<file path="config.mk">
export PLATFORM = sky130hd
export DESIGN_NAME = addr_decode_split
export DESIGN_NICKNAME = d
export VERILOG_FILES = /design/src/rtl/addr_decode_split.sv
export SDC_FILE = /design/constraint.sdc
export NUM_CORES = 1
export LEC_CHECK = 0
export ABC_AREA = 1
export CORE_MARGIN = 5
export CORE_UTILIZATION = 28
export CTS_BUF_LIST = sky130_fd_sc_hd__clkbuf_4 sky130_fd_sc_hd__clkbuf_8 sky130_fd_sc_hd__clkbuf_16
export CTS_CLUSTER_SIZE = 12
export DETAILED_ROUTE_END_ITERATION = 8
export PLACE_DENSITY = 0.49
export SKIP_LAST_GASP = 1
export SLEW_MARGIN = 20
export SYNTH_ARGS = -nofsm -noshare
export SYNTH_HDL_FRONTEND = slang
export SYNTH_SLANG_ARGS = --single-unit
</file>
<file path="constraint.sdc">
create_clock -name clk -period 3.3 [get_ports clk]
set_clock_uncertainty 0.15 [all_clocks]
set_input_delay 0.99 -clock clk [delete_from_list [all_inputs] [get_ports clk]]
set_output_delay 0.99 -clock clk [all_outputs]
set_load 0.01 [all_outputs]
</file>
<file path="src/rtl/addr_decode_split.sv">
// rtl/addr_decode_split.sv - registered address decode that splits line-crossing accesses
module addr_decode_split #(
  parameter int ADDR_W     = 64,
  parameter int LINE_BITS  = 6,
  parameter int CACHE_BITS = 14,
  parameter int WAYS       = 8,
  parameter int CNT_W      = 32,
  localparam int INDEX_W   = CACHE_BITS - $clog2(WAYS) - LINE_BITS,
  localparam int TAG_W     = ADDR_W - INDEX_W - LINE_BITS
) (
  input  logic                 clk,
  input  logic                 reset,
  input  logic                 in_valid,
  output logic                 in_ready,
  input  logic [ADDR_W-1:0]    in_addr,
  input  logic [LINE_BITS-1:0] in_size,
  output logic                 out_valid,
  input  logic                 out_ready,
  output logic [TAG_W-1:0]     out_tag,
  output logic [INDEX_W-1:0]   out_index,
  output logic [LINE_BITS-1:0] out_offset,
  output logic [LINE_BITS:0]   out_len,
  output logic                 out_first,
  output logic                 out_last,
  output logic [CNT_W-1:0]     access_count,
  output logic [CNT_W-1:0]     split_count
);

  if ((WAYS < 1) || ((WAYS & (WAYS - 1)) != 0) || (INDEX_W < 1)) begin : g_bad_geometry
    $error("addr_decode_split: WAYS must be a power of two and INDEX_W must be at least 1");
  end

  localparam int LINE_ADDR_W = ADDR_W - LINE_BITS;
  localparam logic [LINE_BITS:0]     LINE_BYTES = {1'b1, {LINE_BITS{1'b0}}};
  localparam logic [LINE_BITS:0]     LEN_ONE    = {{LINE_BITS{1'b0}}, 1'b1};
  localparam logic [LINE_ADDR_W-1:0] LINE_ONE   = {{(LINE_ADDR_W-1){1'b0}}, 1'b1};
  localparam logic [CNT_W-1:0]       CNT_ONE    = {{(CNT_W-1){1'b0}}, 1'b1};
  localparam logic [CNT_W-1:0]       CNT_MAX    = {CNT_W{1'b1}};

  typedef enum logic [1:0] {
    IDLE   = 2'd0,
    HOLD   = 2'd1,
    SECOND = 2'd2
  } state_t;

  state_t                 state;
  logic [LINE_ADDR_W-1:0] pend_line;   // line address of piece B
  logic [LINE_BITS:0]     pend_len;    // length of piece B

  logic [LINE_BITS-1:0]   in_offset;
  logic [LINE_BITS:0]     end_pos;     // offset of the last byte, may run past the line
  logic                   in_split;
  logic [LINE_BITS:0]     total_len;
  logic [LINE_BITS:0]     len_a;
  logic [LINE_BITS:0]     len_b;
  logic [LINE_ADDR_W-1:0] next_line;
  logic                   accept;
  logic                   out_fire;

  assign in_offset = in_addr[LINE_BITS-1:0];
  assign end_pos   = {1'b0, in_offset} + {1'b0, in_size};
  assign in_split  = end_pos[LINE_BITS];
  assign total_len = {1'b0, in_size} + LEN_ONE;
  assign len_a     = LINE_BYTES - {1'b0, in_offset};
  // Bytes spilling into the next line: end position wrapped into that line, plus one.
  assign len_b     = {1'b0, end_pos[LINE_BITS-1:0]} + LEN_ONE;
  // Wraps modulo the line-address space so the all-ones line continues at line 0.
  assign next_line = in_addr[ADDR_W-1:LINE_BITS] + LINE_ONE;

  // Accept a new access when empty, or when the final piece of the current one leaves.
  assign in_ready = (state == IDLE) || (out_valid && out_ready && out_last);
  assign accept   = in_valid && in_ready;
  assign out_fire = out_valid && out_ready;

  // Output register, piece-B holding register and state sequencing.
  always_ff @(posedge clk) begin
    if (reset) begin
      state      <= IDLE;
      out_valid  <= 1'b0;
      out_tag    <= '0;
      out_index  <= '0;
      out_offset <= '0;
      out_len    <= '0;
      out_first  <= 1'b0;
      out_last   <= 1'b0;
      pend_line  <= '0;
      pend_len   <= '0;
    end else if (accept) begin
      state      <= HOLD;
      out_valid  <= 1'b1;
      out_tag    <= in_addr[ADDR_W-1:INDEX_W+LINE_BITS];
      out_index  <= in_addr[INDEX_W+LINE_BITS-1:LINE_BITS];
      out_offset <= in_offset;
      out_len    <= in_split ? len_a : total_len;
      out_first  <= 1'b1;
      out_last   <= !in_split;
      pend_line  <= next_line;
      pend_len   <= len_b;
    end else if (out_fire && (state == HOLD) && !out_last) begin
      state      <= SECOND;
      out_tag    <= pend_line[LINE_ADDR_W-1:INDEX_W];
      out_index  <= pend_line[INDEX_W-1:0];
      out_offset <= '0;
      out_len    <= pend_len;
      out_first  <= 1'b0;
      out_last   <= 1'b1;
    end else if (out_fire) begin
      state      <= IDLE;
      out_valid  <= 1'b0;
    end
  end

  // Saturating statistics, bumped on the same edge an access is accepted.
  always_ff @(posedge clk) begin
    if (reset) begin
      access_count <= '0;
      split_count  <= '0;
    end else if (accept) begin
      if (access_count != CNT_MAX) access_count <= access_count + CNT_ONE;
      if (in_split && (split_count != CNT_MAX)) split_count <= split_count + CNT_ONE;
    end
  end

endmodule

</file>
## After elaboration in Yosys (flattened, before gate mapping)

Cells that the tools add are included.

- Register bits after elaboration: 205
- Bits of input ports: 74
- Output and inout port bits: 139
- Logic and storage cells: 61

- Add/subtract/negate cells: 7
- Equal/unequal tests: 4
- Multiplexer cells: 19
- Reductions and logical operators: 18

Operators with widths:

| operator | number |
|---|---|
| 53-bit 2-to-1 mux | 2 |
| 32-bit by 1-bit adder with 32-bit output, second input constant | 2 |
| 32-bit inequality test, second input constant | 2 |
| 58-bit by 1-bit adder with 58-bit output, second input constant | 1 |
| 7-bit 2-to-1 mux | 3 |
| 6-bit by 1-bit adder with 7-bit output, second input constant | 2 |
| 6-bit 2-to-1 mux | 2 |
| 5-bit 2-to-1 mux | 2 |
| 1-bit 2-to-1 mux | 8 |
| 6-bit by 6-bit adder with 7-bit output | 1 |
| 7-bit by 6-bit subtractor with 7-bit output, first input constant | 1 |
| 1-bit logical AND | 6 |
| 2-bit AND reduction | 3 |
| 2-bit nonzero test | 3 |
| 2-bit 2-to-1 mux | 2 |
| 3-bit nonzero test | 1 |
| 2-bit by 1-bit == test with 1-bit output, second input constant | 1 |
| 1-bit logical NOT | 2 |
| 2-bit logical NOT | 1 |
| 2-bit inequality test, second input constant | 1 |
| 2-bit OR reduction | 1 |
| 1-bit logical OR | 1 |

## Logic depth before layout (Yosys ltp)

- Depth after elaboration: 6
- Gate-level depth with buffers: 13
- Mapped depth without buffers: 12

## Worst setup path before layout

Ideal clock, no wire load.

- Path type: input port to flip-flop
- Start: input in_addr[0]
- End: register split_count[31]
- Setup time: 0.132 ns
- Arrival time: 2.383 ns
- Data required time: 3.018 ns
- Path slack: 0.635 ns
- Stages: 11
- Path buffers: 1
- Path through: ha_1 > fa_1 > nand2_1 > nand2_1 > nand3_1 > a21oi_2 > nand2_4 > inv_4 > buf_4 > nand2_1 > a21oi_1

- Longest elaborated chain between the ends: 3

RTL lines:

| what | RTL line | text |
|---|---|---|
| from (decl) | 15 | `input logic [ADDR_W-1:0] in_addr,` |
| 6-bit by 6-bit adder with 7-bit output | 61 | `assign end_pos = {1'b0, in_offset} + {1'b0, in_size};` |
| 1-bit logical AND | 120 | `if (in_split && (split_count != CNT_MAX)) split_count <= split_count + CNT_ONE;` |
| 2-bit AND reduction (no line) | n/a |  |
| to (signal assigned) | 120 |  |
| to (decl) | 26 | `output logic [CNT_W-1:0] split_count` |

Every way passes these cells.
A chain may end at the register's enable or synchronous reset.

## Worst setup path in the final report

- Start: input out_ready
- End: output in_ready

- Longest elaborated chain between the ends: 3

RTL lines:

| what | RTL line | text |
|---|---|---|
| from (decl) | 18 | `input logic out_ready,` |
| 1-bit logical AND (2 in series) | 71 | `assign in_ready = (state == IDLE) \|\| (out_valid && out_ready && out_last);` |
| 1-bit logical OR | 71 |  |
| to (decl) | 14 | `output logic in_ready,` |

Every way passes these cells.

==> flow_summary_export.csv <==
group,metric,value,unit
run_status,status,"complete, no violations",
worst_hold_path,min_path_cells,2,
global_routing,grt_max_degree,83,
routing,num_vias,11879,
floorplan,rows,73,
placement,gp_congestion,0.8841,
routing,routed_wl,39.30,mm
routing,drt-pass1-iter-count,5,
layout,fin_area,15310,um2
placement,hpwl,30.22,mm
worst_hold_path,worstHoldStart,"out_offset[5]",
routing,via_per_inst,4.599,
layout,area_growth,34.97,%
sta,setup_viol,0,
synthesis,synth_seq_area_share,0.3618,
sta,fmax,320.8,MHz
synthesis,synth_cell_types,41,
setup_path,end_kind,"output port",
synthesis,syn-cell-area,11340,um2
pwr,powerDensity,450.7,nW/um2
synthesis,synth_area_leaders,"dfxtp_1, nand2_1, nor2_1",
placement,dpl_cell_area,14380,um2
floorplan,core_area,39910,um2
layout,nFillCells,4266,
setup_path,r2r_cells,10,
global_routing,grt_pass1_vias,11626,
floorplan,dieArea,44640,um2
worst_hold_path,hold_end,"out_offset[5]",
sta,rsz0062_at_grt,"false",
sta,holdWs,309.0,ps
synthesis,synth_edf_count,0,
run,cap_violations,0,
setup_path,reg2reg_slack,980,ps
synthesis,ys_ff_latch,205,
layout,final_nets,2123,
setup_path,crit_fanout,2,
layout,final_cell_mix,"nand2_1, nor2_1, clkdlybuf4s50_1, dfxtp_1, inv_1",
setup_path,path_class,"input port to output port",
floorplan,die_y,211.3,um
routing,initialDrtViolationCount,536,
synthesis,syn_avg_cell_area,6.316,um2
synthesis,synth_fp_nets,1883,
global_routing,antenna_found_initial,5,
sta,max_slew_margin,0.6031,
clocking,clock-root-buffer,"clkbuf_16",
clocking,cts_setup_buffers,0,
synthesis,ys.flop_type,"dfxtp_1",
floorplan,ios,213,
synthesis,synth-async-reset-ratio,0,
sta,slew_viol_final,0,
setup_path,critPathRequiredTime,2160,ps
setup_path,reg2reg_from,"split_count[0]",
clocking,insertion_delay,540,ps
global_routing,grt-ovfl-total,0,
floorplan,start_util,0.2842,
setup_path,r2r_end,"split_count[28]",
clocking,numCtsBuffers,26,
setup_path,arrival,1980,ps
clocking,clk_pin_slew,50,ps
setup_path,startpoint_type,"input port",
synthesis,yosys.area.top_type,"dfxtp_1",
routing,final_antenna_net_count,0,
routing,drc,0,
sta,layout_setup_ws,183.2,ps
pwr,p_leak,6.269,nW
placement,pre_cts_ws,-139.0,ps
sta,tns,0,ps
layout,stdcell_count,2583,
clocking,tritoncts,"yes",
synthesis,synth_warnings,0,
layout,fin_util,0.3836,
synthesis,synth_cells,1796,
sta,max_slew.worst_pin.slew,595.3,ps
placement,dp.cells,2533,
layout,drive_gt1_frac,0.07004,
pwr,ir_worst_vdd,0.0003094,V
routing,avgRoutedWirePerCell,15.22,um
synthesis,synth_top_area_share,0.3618,
sta,finalHoldViolCount,0,
clocking,holdBufCountCts,0,
floorplan,die_w,211.3,um
global_routing,grtUsageTotal,0.1731,
clocking,cts_num_sinks,205,
placement,io_buffers,212,
clocking,htree_num_levels,1,
sta,period_share,0.9445,
clocking,clockBufferDepth,3,
sta,min_period,3117,ps
worst_hold_path,hp-class,"flop to flop",
pwr,power,6.899,mW
global_routing,grt_pass1_wl,63.24,mm
layout,final_common_cell,"nand2_1",
==> critical path, stage by stage <==
cell,delay (ps)
clkdlybuf4s50_1,500
nand3_2,100
nand2_2,100
dlygate4sd2_1,280
==> worst max path at each step <==
stage	from	end	slack (ps)	cells past startpoint
after floorplan	in_addr[0]	split_count[31]	630	11
after global placement	in_addr[0]	split_count[10]	-110	12
after detailed placement	in_addr[0]	split_count[10]	-140	12
after CTS	out_ready	in_ready	180	4
after global routing	out_ready	in_ready	120	4
final	out_ready	in_ready	180	4
==> logic make-up (layout without fill, tap and decap cells) <==
kind of cell,after synthesis,count (layout),share of synthesized area
and+or+nand+nor,963,963,0.3530
other,0,2,0
adders and majority gates,13,13,0.01500
xor gates and xnor gates,37,37,0.02857
muxes,2,2,0.001765
DFF,205,205,0.3618
AOI/OAI and AO/OA,318,318,0.1459
buffers and inverters,258,518,0.09398
==> per-layer routing <==
metal  vias up  global-route usage  routed length [um]
met3        64             0.04337                2423
met2       243              0.2907               18080
met1      5322              0.2240               17820
met5         -                   0                  34
met4         6             0.04158                 944
li1       6244                   -                   -
==> report_power, final <==
group	internal [mW]	leakage, nW	switching [mW]
registers	2.64	1.68	0.0744
clock network	1.89	0.468	1.16
logic	0.494	4.12	0.641
total	5.03	6.27	1.87
==> registers in the layout, indices dropped and copies added, names as in the netlist, 5 cells and up <==
| name | cells |
|---|---|
| access_count | 32 |
| out_index | 5 |
| out_len | 7 |
| out_offset | 6 |
| out_tag | 53 |
| pend_len | 7 |
| pend_line | 58 |
| split_count | 32 |
==> repair_timing <==
item | in CTS | in global routing
gates resized for setup | 1 | 0
setup endpoints to repair | 1 | 0
hold endpoints to repair | 0 | 0
==> synthesized netlist by cell type (4+ instances only) <==
cell      number
nand2_2        4
nand3b_1       7
inv_1        189
ha_1          12
buf_2         19
o21bai_1       4
o21ai_0      151
a211oi_1       5
xnor2_1       11
nand4_1       34
buf_6          8
nand2_4        5
inv_2          4
dfxtp_1      205
nor2_1       253
nand2_1      527
nor3_1        27
clkbuf_1      30
xor2_1        26
nand3_1       87
a31oi_1       11
a21oi_1      139
==> final cells by class <==
cell class                 instances  area, um2  share of cell area
multi-input combinational       1333       6178              0.4036
sequential                       205       4104              0.2681
tap                              525      656.9             0.04291
clock buffer                      35      785.8             0.05132
clock inverter                    13      142.6            0.009317
timing repair buffer             275       2701              0.1764
antenna                            2      5.005           0.0003269
inverter                         195      735.7             0.04805
Note: power is estimated with default switching activity, not from simulation.
